### config.mk
export PLATFORM = sky130hd
export DESIGN_NAME = mtr_pwm_drv
export DESIGN_NICKNAME = d
export VERILOG_FILES = /design/src/rtl/mtr_pwm_pkg.sv /design/src/rtl/mtr_pwm_drv_pwm11.sv /design/src/rtl/mtr_pwm_drv.sv
export SDC_FILE = /design/constraint.sdc
export NUM_CORES = 1
export LEC_CHECK = 0
export CELL_PAD_IN_SITES_DETAIL_PLACEMENT = 2
export CELL_PAD_IN_SITES_GLOBAL_PLACEMENT = 2
export CORE_MARGIN = 2
export CORE_UTILIZATION = 33
export DETAILED_ROUTE_END_ITERATION = 10
export GPL_TIMING_DRIVEN = 0
export PLACE_DENSITY = 0.87
export SLEW_MARGIN = 20
export SYNTH_ARGS = -nofsm -noshare
export SYNTH_HDL_FRONTEND = slang
export SYNTH_SLANG_ARGS = --single-unit
### constraint.sdc
create_clock -name clk -period 1.6 [get_ports clk]
set_input_delay 0.32 -clock clk [delete_from_list [all_inputs] [get_ports clk]]
set_output_delay 0.32 -clock clk [all_outputs]
set_load 0.01 [all_outputs]
### src/rtl/mtr_pwm_pkg.sv
// mtr_pwm_pkg: types and constants shared by the motor PWM driver.
//   gate_state_t : gate FSM states (both-off, dead bands, one gate on)
//   PWM_W        : carrier counter / duty width (2048-clock period)
//   DEAD_DEF     : default dead time in clocks
package mtr_pwm_pkg;

    localparam int PWM_W    = 11;
    localparam int DEAD_DEF = 32;

    typedef enum logic [2:0] {
        OFF,
        DEAD_H,
        ON_H,
        DEAD_L,
        ON_L
    } gate_state_t;

endpackage

### src/rtl/mtr_pwm_drv_pwm11.sv
// pwm11: free-running 11-bit PWM carrier with a period-synchronous duty shadow.
//   clk, rst_n : clock, asynchronous active-low reset
//   duty_in    : requested duty, sampled only at the end of a period
//   pwm_synch  : one-clock pulse while the carrier sits at its last count
//   pwm_raw    : registered (cnt < duty_cur), lags the carrier by one clock
//   duty_cur   : duty in effect for the current period
module pwm11
    import mtr_pwm_pkg::*;
(
    input  logic             clk,
    input  logic             rst_n,
    input  logic [PWM_W-1:0] duty_in,
    output logic             pwm_synch,
    output logic             pwm_raw,
    output logic [PWM_W-1:0] duty_cur
);

    // Raising the pulse one count early makes it coincide with cnt == 7FF.
    localparam logic [PWM_W-1:0] SYNCH_PRE = 11'h7FE;

    logic [PWM_W-1:0] cnt_q,   cnt_d;
    logic             synch_q, synch_d;
    logic [PWM_W-1:0] duty_q,  duty_d;
    logic             raw_q,   raw_d;

    // The shadow loads on the pulse clock, so a new duty starts exactly at cnt == 0.
    always_comb begin
        cnt_d   = cnt_q + 1'b1;
        synch_d = (cnt_q == SYNCH_PRE);
        duty_d  = synch_q ? duty_in : duty_q;
        raw_d   = (cnt_q < duty_q);
    end

    always_ff @(posedge clk or negedge rst_n) begin
        if (!rst_n) begin
            cnt_q   <= '0;
            synch_q <= 1'b0;
            duty_q  <= '0;
            raw_q   <= 1'b0;
        end else begin
            cnt_q   <= cnt_d;
            synch_q <= synch_d;
            duty_q  <= duty_d;
            raw_q   <= raw_d;
        end
    end

    assign pwm_synch = synch_q;
    assign pwm_raw   = raw_q;
    assign duty_cur  = duty_q;

endmodule

### src/rtl/mtr_pwm_drv.sv
// mtr_pwm_drv: PWM gate driver with dead-time insertion for one half bridge.
//   clk, rst_n : clock, asynchronous active-low reset
//   drv_mag    : 12-bit unsigned effort; the upper 11 bits become the duty
//   en         : drive enable, low forces both gates off on the next edge
//   high_side  : high-side gate (registered)
//   low_side   : low-side gate (registered)
//   PWM_synch  : one-clock pulse at the end of every 2048-clock period
//   duty_cur   : duty currently in effect
module mtr_pwm_drv
    import mtr_pwm_pkg::*;
#(
    parameter int unsigned DEAD = DEAD_DEF
) (
    input  logic             clk,
    input  logic             rst_n,
    input  logic [11:0]      drv_mag,
    input  logic             en,
    output logic             high_side,
    output logic             low_side,
    output logic             PWM_synch,
    output logic [PWM_W-1:0] duty_cur
);

    localparam logic [7:0] DEAD_LAST = 8'(DEAD - 1);

    logic        pwm_raw;
    logic        drv_lsb_unused;

    gate_state_t state_q, state_d;
    logic [7:0]  dcnt_q,  dcnt_d;
    logic        high_q,  high_d;
    logic        low_q,   low_d;

    // The effort LSB is below the duty resolution.
    assign drv_lsb_unused = drv_mag[0];

    pwm11 u_pwm (
        .clk      (clk),
        .rst_n    (rst_n),
        .duty_in  (drv_mag[11:1]),
        .pwm_synch(PWM_synch),
        .pwm_raw  (pwm_raw),
        .duty_cur (duty_cur)
    );

    // Any level change of pwm_raw during a dead band restarts the opposite
    // dead band, so pulses shorter than DEAD never turn a gate on.
    always_comb begin
        state_d = state_q;
        dcnt_d  = dcnt_q;
        if (!en) begin
            state_d = OFF;
            dcnt_d  = '0;
        end else begin
            case (state_q)
                OFF: begin
                    state_d = pwm_raw ? DEAD_H : DEAD_L;
                    dcnt_d  = '0;
                end
                DEAD_H: begin
                    if (!pwm_raw) begin
                        state_d = DEAD_L;
                        dcnt_d  = '0;
                    end else if (dcnt_q == DEAD_LAST) begin
                        state_d = ON_H;
                        dcnt_d  = '0;
                    end else begin
                        dcnt_d = dcnt_q + 8'd1;
                    end
                end
                ON_H: begin
                    if (!pwm_raw) begin
                        state_d = DEAD_L;
                        dcnt_d  = '0;
                    end
                end
                DEAD_L: begin
                    if (pwm_raw) begin
                        state_d = DEAD_H;
                        dcnt_d  = '0;
                    end else if (dcnt_q == DEAD_LAST) begin
                        state_d = ON_L;
                        dcnt_d  = '0;
                    end else begin
                        dcnt_d = dcnt_q + 8'd1;
                    end
                end
                ON_L: begin
                    if (pwm_raw) begin
                        state_d = DEAD_H;
                        dcnt_d  = '0;
                    end
                end
                default: begin
                    state_d = OFF;
                    dcnt_d  = '0;
                end
            endcase
        end
        // Gates are registered from the next state so they change with it, glitch-free.
        high_d = (state_d == ON_H);
        low_d  = (state_d == ON_L);
    end

    always_ff @(posedge clk or negedge rst_n) begin
        if (!rst_n) begin
            state_q <= OFF;
            dcnt_q  <= '0;
            high_q  <= 1'b0;
            low_q   <= 1'b0;
        end else begin
            state_q <= state_d;
            dcnt_q  <= dcnt_d;
            high_q  <= high_d;
            low_q   <= low_d;
        end
    end

    assign high_side = high_q;
    assign low_side  = low_q;

endmodule

# After elaboration in Yosys (flattened, before gate mapping)
# Index checks and enable logic that the tools add are counted.
[totals]
register_bits = 37
in_bits = 15
word_cells = 39
[classes]
addsub = 2
n_lt_le_gt_ge = 1
eq_ne = 10
muxes = 16
n_reduce_logical = 2
[ops]
columns = ["operator", "count"]
rows = [
  ["$mux 8", 6],
  ["$pmux 8 s4", 1],
  ["$mux 3", 7],
  ["$pmux 3 s5", 1],
  ["$add 11x1->11 const B", 1],
  ["$eq 11x11->1 const B", 1],
  ["$lt 11x11->1", 1],
  ["$eq 3x2->1 const B", 3],
  ["$add 8x1->8 const B", 1],
  ["$eq 8x5->1 const B", 1],
  ["$eq 3x3->1 const B", 2],
  ["$eq 3x1->1 const B", 1],
  ["$logic_not 3->1", 1],
  ["$ne 3x2->1 const B", 1],
  ["$ne 3x3->1 const B", 1],
  ["$mux 2", 1],
  ["$reduce_and 2->1", 1],
]

# Longest topological paths before layout
[logic_depth]
word_depth = 6
mapped_depth = 6

# Cells and area by module
# A second synthesis with hierarchy kept.
[unflattened]
cells_unflattened = 186
hier_area_um2 = 1929.4
[by_module_without_submodules]
columns = ["mod", "n_inst", "cells_each", "area_each_um2"]
rows = [
  ["pwm11", 1, 110, 1152.4],
  ["mtr_pwm_drv", 1, 76, 777.0],
]

# Least setup slack after synthesis
# Ideal clock, no wire load.
[synth_timing]
path_type = "reg2reg"
from = "reg u_pwm.duty_q[8], in the netlist u_pwm.duty_cur[8]"
to = "reg u_pwm.raw_q, in the netlist u_pwm.pwm_raw"
setup_time_ns = 0.101
t_arrival_ns = 1.428
t_required_ns = 1.499
setup_slack_ns = 0.071
path_stages_with_launch = 6
path_buffers = 0
path_cell_list = "dfrtp_1 > inv_1 > ha_1 > a2111oi_0 > o21ai_0 > o32ai_1"
[synth_between]
elab_chain_cells = 1
[synth_rtl]
columns = ["element", "line", "source"]
rows = [
  ["from (decl)", "mtr_pwm_drv_pwm11.sv:23", "logic [PWM_W-1:0] duty_q, duty_d;"],
  ["from (signal assigned)", "mtr_pwm_drv_pwm11.sv:43", "duty_q <= duty_d;"],
  ["$lt 11x11->1", "mtr_pwm_drv_pwm11.sv:31", "raw_d = (cnt_q < duty_q);"],
  ["via u_pwm.raw_d", "mtr_pwm_drv_pwm11.sv:24", "logic raw_q, raw_d;"],
  ["to (signal assigned)", "mtr_pwm_drv_pwm11.sv:44", "raw_q <= raw_d;"],
  ["to (decl)", "mtr_pwm_drv_pwm11.sv:24", ""],
]
# The timed path passes the listed nets, and every way through them passes these cells.
# A chain may end at the register's enable or synchronous reset.

# Final worst setup path
[layout_timing]
from = "reg u_pwm.raw_q, in the netlist u_pwm.pwm_raw"
to = "reg dcnt_q[3]"
[layout_between]
elab_chain_cells = 3
elab_cells_between_ends = 7
classes_between = "eq/ne (2); mux (4); reduce/logical (1)"
[layout_rtl]
columns = ["element", "line", "source"]
rows = [
  ["$mux 8 (on tied branches)", "mtr_pwm_drv.sv:78, mtr_pwm_drv.sv:61", ""],
  ["$pmux 8 s4", "mtr_pwm_drv.sv:55", "case (state_q)"],
  ["$mux 8", "mtr_pwm_drv.sv:51", "if (!en) begin"],
  ["to (signal assigned)", "mtr_pwm_drv.sv:113", "dcnt_q <= dcnt_d;"],
  ["to (decl)", "mtr_pwm_drv.sv:30", "logic [7:0] dcnt_q, dcnt_d;"],
]
# Parallel ways exist; a longest one is shown, timed or not.

==> reports/results.tsv <==
stage	metric	value	unit
outcome	status	finished, violations left	
outcome	violations	negative setup slack	
layout	final_layout_size_suffix_gt1_share	14.41	%
die	io_pins	29	
yosys	synth-seq-cells	37	
die	placeableCoreArea	0.005540	mm²
pwr	power-per-cell-area	690.6	mW/mm²
setup_path	worst_ep_arrival_time	1.83	ns
yosys	synth.net_count	213	
cts	tritoncts	built	
detailed_routing	vias	1552	
cts	clock_path_buffers	2	
pwr	vdd_ir_drop_max	0.0004211	V
yosys	synth_area	0.001894	mm²
timing	worst_pin_slew	0.4694	ns
hold_path	hold_path.class	primary input to flop	
global_routing	grt.overflow.total	0	
cts	clock-sinks	37	
hold_path	holdCritStartpoint	en	
place	place_ws	-0.2868	ns
setup_path	critical_path.reg2reg.endpoint	dcnt_q[3]	
yosys	postSynth.topFlopCell	sky130_fd_sc_hd__dfrtp_1	
yosys	synth_area_per_cell	10.24	µm²
setup_path	timing_worst_setup_path_type	flop to flop	
timing	clock-skew-final	0.008207	ns
cts	clock_insertion_delay_worst_skew	0.29	ns
detailed_routing	drc	0	
die	die-height	79.77	µm
die	die-area	0.006362	mm²
global_routing	wire_length_of_the_first_global_routing_pass	8673	µm
cts	h-tree-depth	2	
timing	setup_slack	-0.004509	ns
yosys	synth_warnings	0	
cts	worst_path_clk_slew	0.08	ns
layout	n_antenna_cell	0	
yosys	synth_largest_area_cell	sky130_fd_sc_hd__dfrtp_1	
timing	post_route_minimum_period	1.605	ns
job	cap_violations	0	
global_routing	grt_start_max_net_pins	30	
detailed_routing	detail_route.first_pass.iterations	4	
setup_path	cp.required	1.83	ns
setup_path	logic_depth_of_the_worst_register_to_register_path	6	
hold_path	timing.hold.worst_endpoint	state_q[2]	
timing	finalSetupViolCount	1	
layout	final.fill_count	593	
detailed_routing	totalWireLength	5177	µm
detailed_routing	routedWlPerCell	17.61	µm
die	chipWidth	79.77	µm
timing	worst_slew_margin_rel	68.70	%
detailed_routing	detail_route.vias_per_cell	5.279	
layout	layout.nets	250	
yosys	asyncSetResetFlopFracSynth	100.0	%
timing	timing_hold_violations_final	0	
setup_path	regToRegSetupSlack	-0.005	ns
setup_path	worst_setup_path_start_kind	flop	
global_routing	grtUsageTotal	17.94	%
place	globalplace.congestion	0.7611	
timing	final.setup.tns	-0.004509	ns
place	dp.final_hpwl	3634	µm
layout	layout-area-overhead-vs-synth	30.45	%
detailed_routing	antenna_left	0	
setup_path	critical_path.endpoint_type	flop	
setup_path	critical_path_peak_fanout	9	
die	start_util	34.19	%
detailed_routing	drt_iter0_markers	80	
pwr	total_power	1.707	mW
setup_path	r2r-start	u_pwm.pwm_raw	
global_routing	grt_pass1_vias	1735	
yosys	post_synth_main_area_contributors	sky130_fd_sc_hd__dfrtp_1 (49%), sky130_fd_sc_hd__ha_1 (8.6%), sky130_fd_sc_hd__o21ai_0 (4.2%), sky130_fd_sc_hd__nand2_1 (3.8%), sky130_fd_sc_hd__inv_1 (2.8%)	
cts	clock_buffer_count_from_cts	5	
yosys	synth_top_area_share	48.88	%
timing	final_min_period_over_clock_period	100.3	%
yosys	synth-edff-count	0	
yosys	cell_count_after_synthesis	185	
timing	clock.fmax	0.6232	GHz
place	port-buffer-count	27	
pwr	power.leakage	1.194	nW
yosys	yosysSeqAreaShare	48.88	%
timing	final-max-slew-violation-count	0	
yosys	yosys.cell_types.count	39	
cts	cts.root.buffer_cell	sky130_fd_sc_hd__clkbuf_8	
hold_path	worstHoldPathCells	2	
global_routing	antenna_found_initial	0	
die	row_count	27	
-- critical path, cell delays in order (launching register included) --
cell	delay, ns
sky130_fd_sc_hd__dfrtp_1	0.37
sky130_fd_sc_hd__buf_4	0.16
sky130_fd_sc_hd__xnor2_1	0.14
sky130_fd_sc_hd__or2_1	0.24
sky130_fd_sc_hd__buf_6	0.14
sky130_fd_sc_hd__o31ai_1	0.30
sky130_fd_sc_hd__a21o_1	0.18
-- routing by layer --
layer	wire length (µm)	share of wire, %	vias to the layer above	track usage [%]
li1	-	-	724	-
met1	2207	43	793	21.28
met2	2740	53	26	32.18
met3	142	2.7	9	3.507
met4	88	1.7	0	6.271
met5	0	0	-	0
-- where the power goes --
part | internal, mW | switching (mW)
sequential | 0.938 | 0.00695
combinational | 0.0443 | 0.0394
clock | 0.342 | 0.335
total | 1.32 | 0.382
-- how the worst max path moves through the flow --
| stage | from | to | slack (ns) | cells after the start |
|---|---|---|---|---|
| 2_1_floorplan | u_pwm.duty_cur[8] | u_pwm.pwm_raw | 0.07 | 5 |
| 3_3_place_gp | rst_n | u_pwm.cnt_q[1] | -0.74 | 1 |
| 3_5_place_dp | en | dcnt_q[3] | -0.29 | 6 |
| 4_1_cts | dcnt_q[0] | high_side | -0.005 | 5 |
| 5_1_grt | u_pwm.pwm_raw | dcnt_q[3] | -0.06 | 6 |
| 6_report | u_pwm.pwm_raw | dcnt_q[3] | -0.005 | 6 |
-- Yosys cell counts, types with 2 or more instances --
cell	instances
sky130_fd_sc_hd__nor2_1	7
sky130_fd_sc_hd__nor2b_1	2
sky130_fd_sc_hd__xnor2_1	6
sky130_fd_sc_hd__dfrtp_1	37
sky130_fd_sc_hd__nand2_1	19
sky130_fd_sc_hd__mux2_2	2
sky130_fd_sc_hd__inv_1	14
sky130_fd_sc_hd__o211ai_1	2
sky130_fd_sc_hd__o21a_1	3
sky130_fd_sc_hd__nor3b_1	4
sky130_fd_sc_hd__nor3_1	4
sky130_fd_sc_hd__clkbuf_1	2
sky130_fd_sc_hd__ha_1	13
sky130_fd_sc_hd__o21ai_0	16
sky130_fd_sc_hd__a21o_1	4
sky130_fd_sc_hd__o31ai_1	2
sky130_fd_sc_hd__buf_6	2
sky130_fd_sc_hd__o211a_1	3
sky130_fd_sc_hd__a2111oi_0	2
sky130_fd_sc_hd__xor2_1	4
sky130_fd_sc_hd__and3_1	4
sky130_fd_sc_hd__a22o_1	2
sky130_fd_sc_hd__a21oi_1	4
sky130_fd_sc_hd__nand3_1	9
sky130_fd_sc_hd__a211oi_1	3
sky130_fd_sc_hd__nand2b_1	2
-- placed cells by master (no fill, tap or decap), drive strengths merged, types with 7 or more instances in the layout --
master	n
dfrtp	37
nand2	19
clkbuf	9
o21ai	17
nor2	7
ha	13
nand3	9
clkdlybuf4s50	24
inv	14
-- timing repair --
item | 4_1_cts | 5_1_grt
hold buffers | 1 | 0
endpoints found under the hold margin | 8 | 0
setup endpoints to repair | 9 | 11
pin swaps | 1 | 1
gates resized for setup | 14 | 12
setup buffers | 0 | 1
-- per-stage QoR --
step | hold WS, ns | instance area [µm²] | cells | utilization [%]
5_1_grt | 0.4296 | 2471 | 294 | 44.60
3_5_place_dp | 0.2027 | 2270 | 285 | 40.97
6_report | 0.4111 | 2471 | 294 | 44.60
3_3_place_gp | 0.4971 | 2255 | 284 | 40.70
2_1_floorplan | 0.02441 | 1894 | 185 | -
4_1_cts | 0.4293 | 2414 | 293 | 43.56
-- logic make-up after synthesis --
group / after synthesis / share of synthesized area, %
xor gates and xnor gates: 10 / 4.623
buffers and inverters: 19 / 4.756
DFF: 37 / 48.88
and+or+nand+nor: 59 / 15.92
AOI/OAI and AO/OA: 44 / 15.52
muxes: 3 / 1.717
adders and majority gates: 13 / 8.587
-- flip-flops by register name (all words and copies together) (netlist names) --
| register | flops |
|---|---|
| high_side | 1 |
| u_pwm.pwm_synch | 1 |
| u_pwm.duty_cur | 11 |
| u_pwm.pwm_raw | 1 |
| low_side | 1 |
| state_q | 3 |
| dcnt_q | 8 |
| u_pwm.cnt_q | 11 |
-- cell type report --
class | instances | area, µm² | area share (%)
Timing Repair Buffer | 30 | 304.0 | 12.30
Clock buffer | 7 | 86.33 | 3.494
Inverter | 14 | 52.55 | 2.127
Sequential cell | 37 | 929.6 | 37.62
Tap cell | 72 | 90.09 | 3.646
Buffer | 5 | 37.54 | 1.519
Multi-Input combinational cell | 129 | 970.9 | 39.29
(Power assumes the default switching activity.)
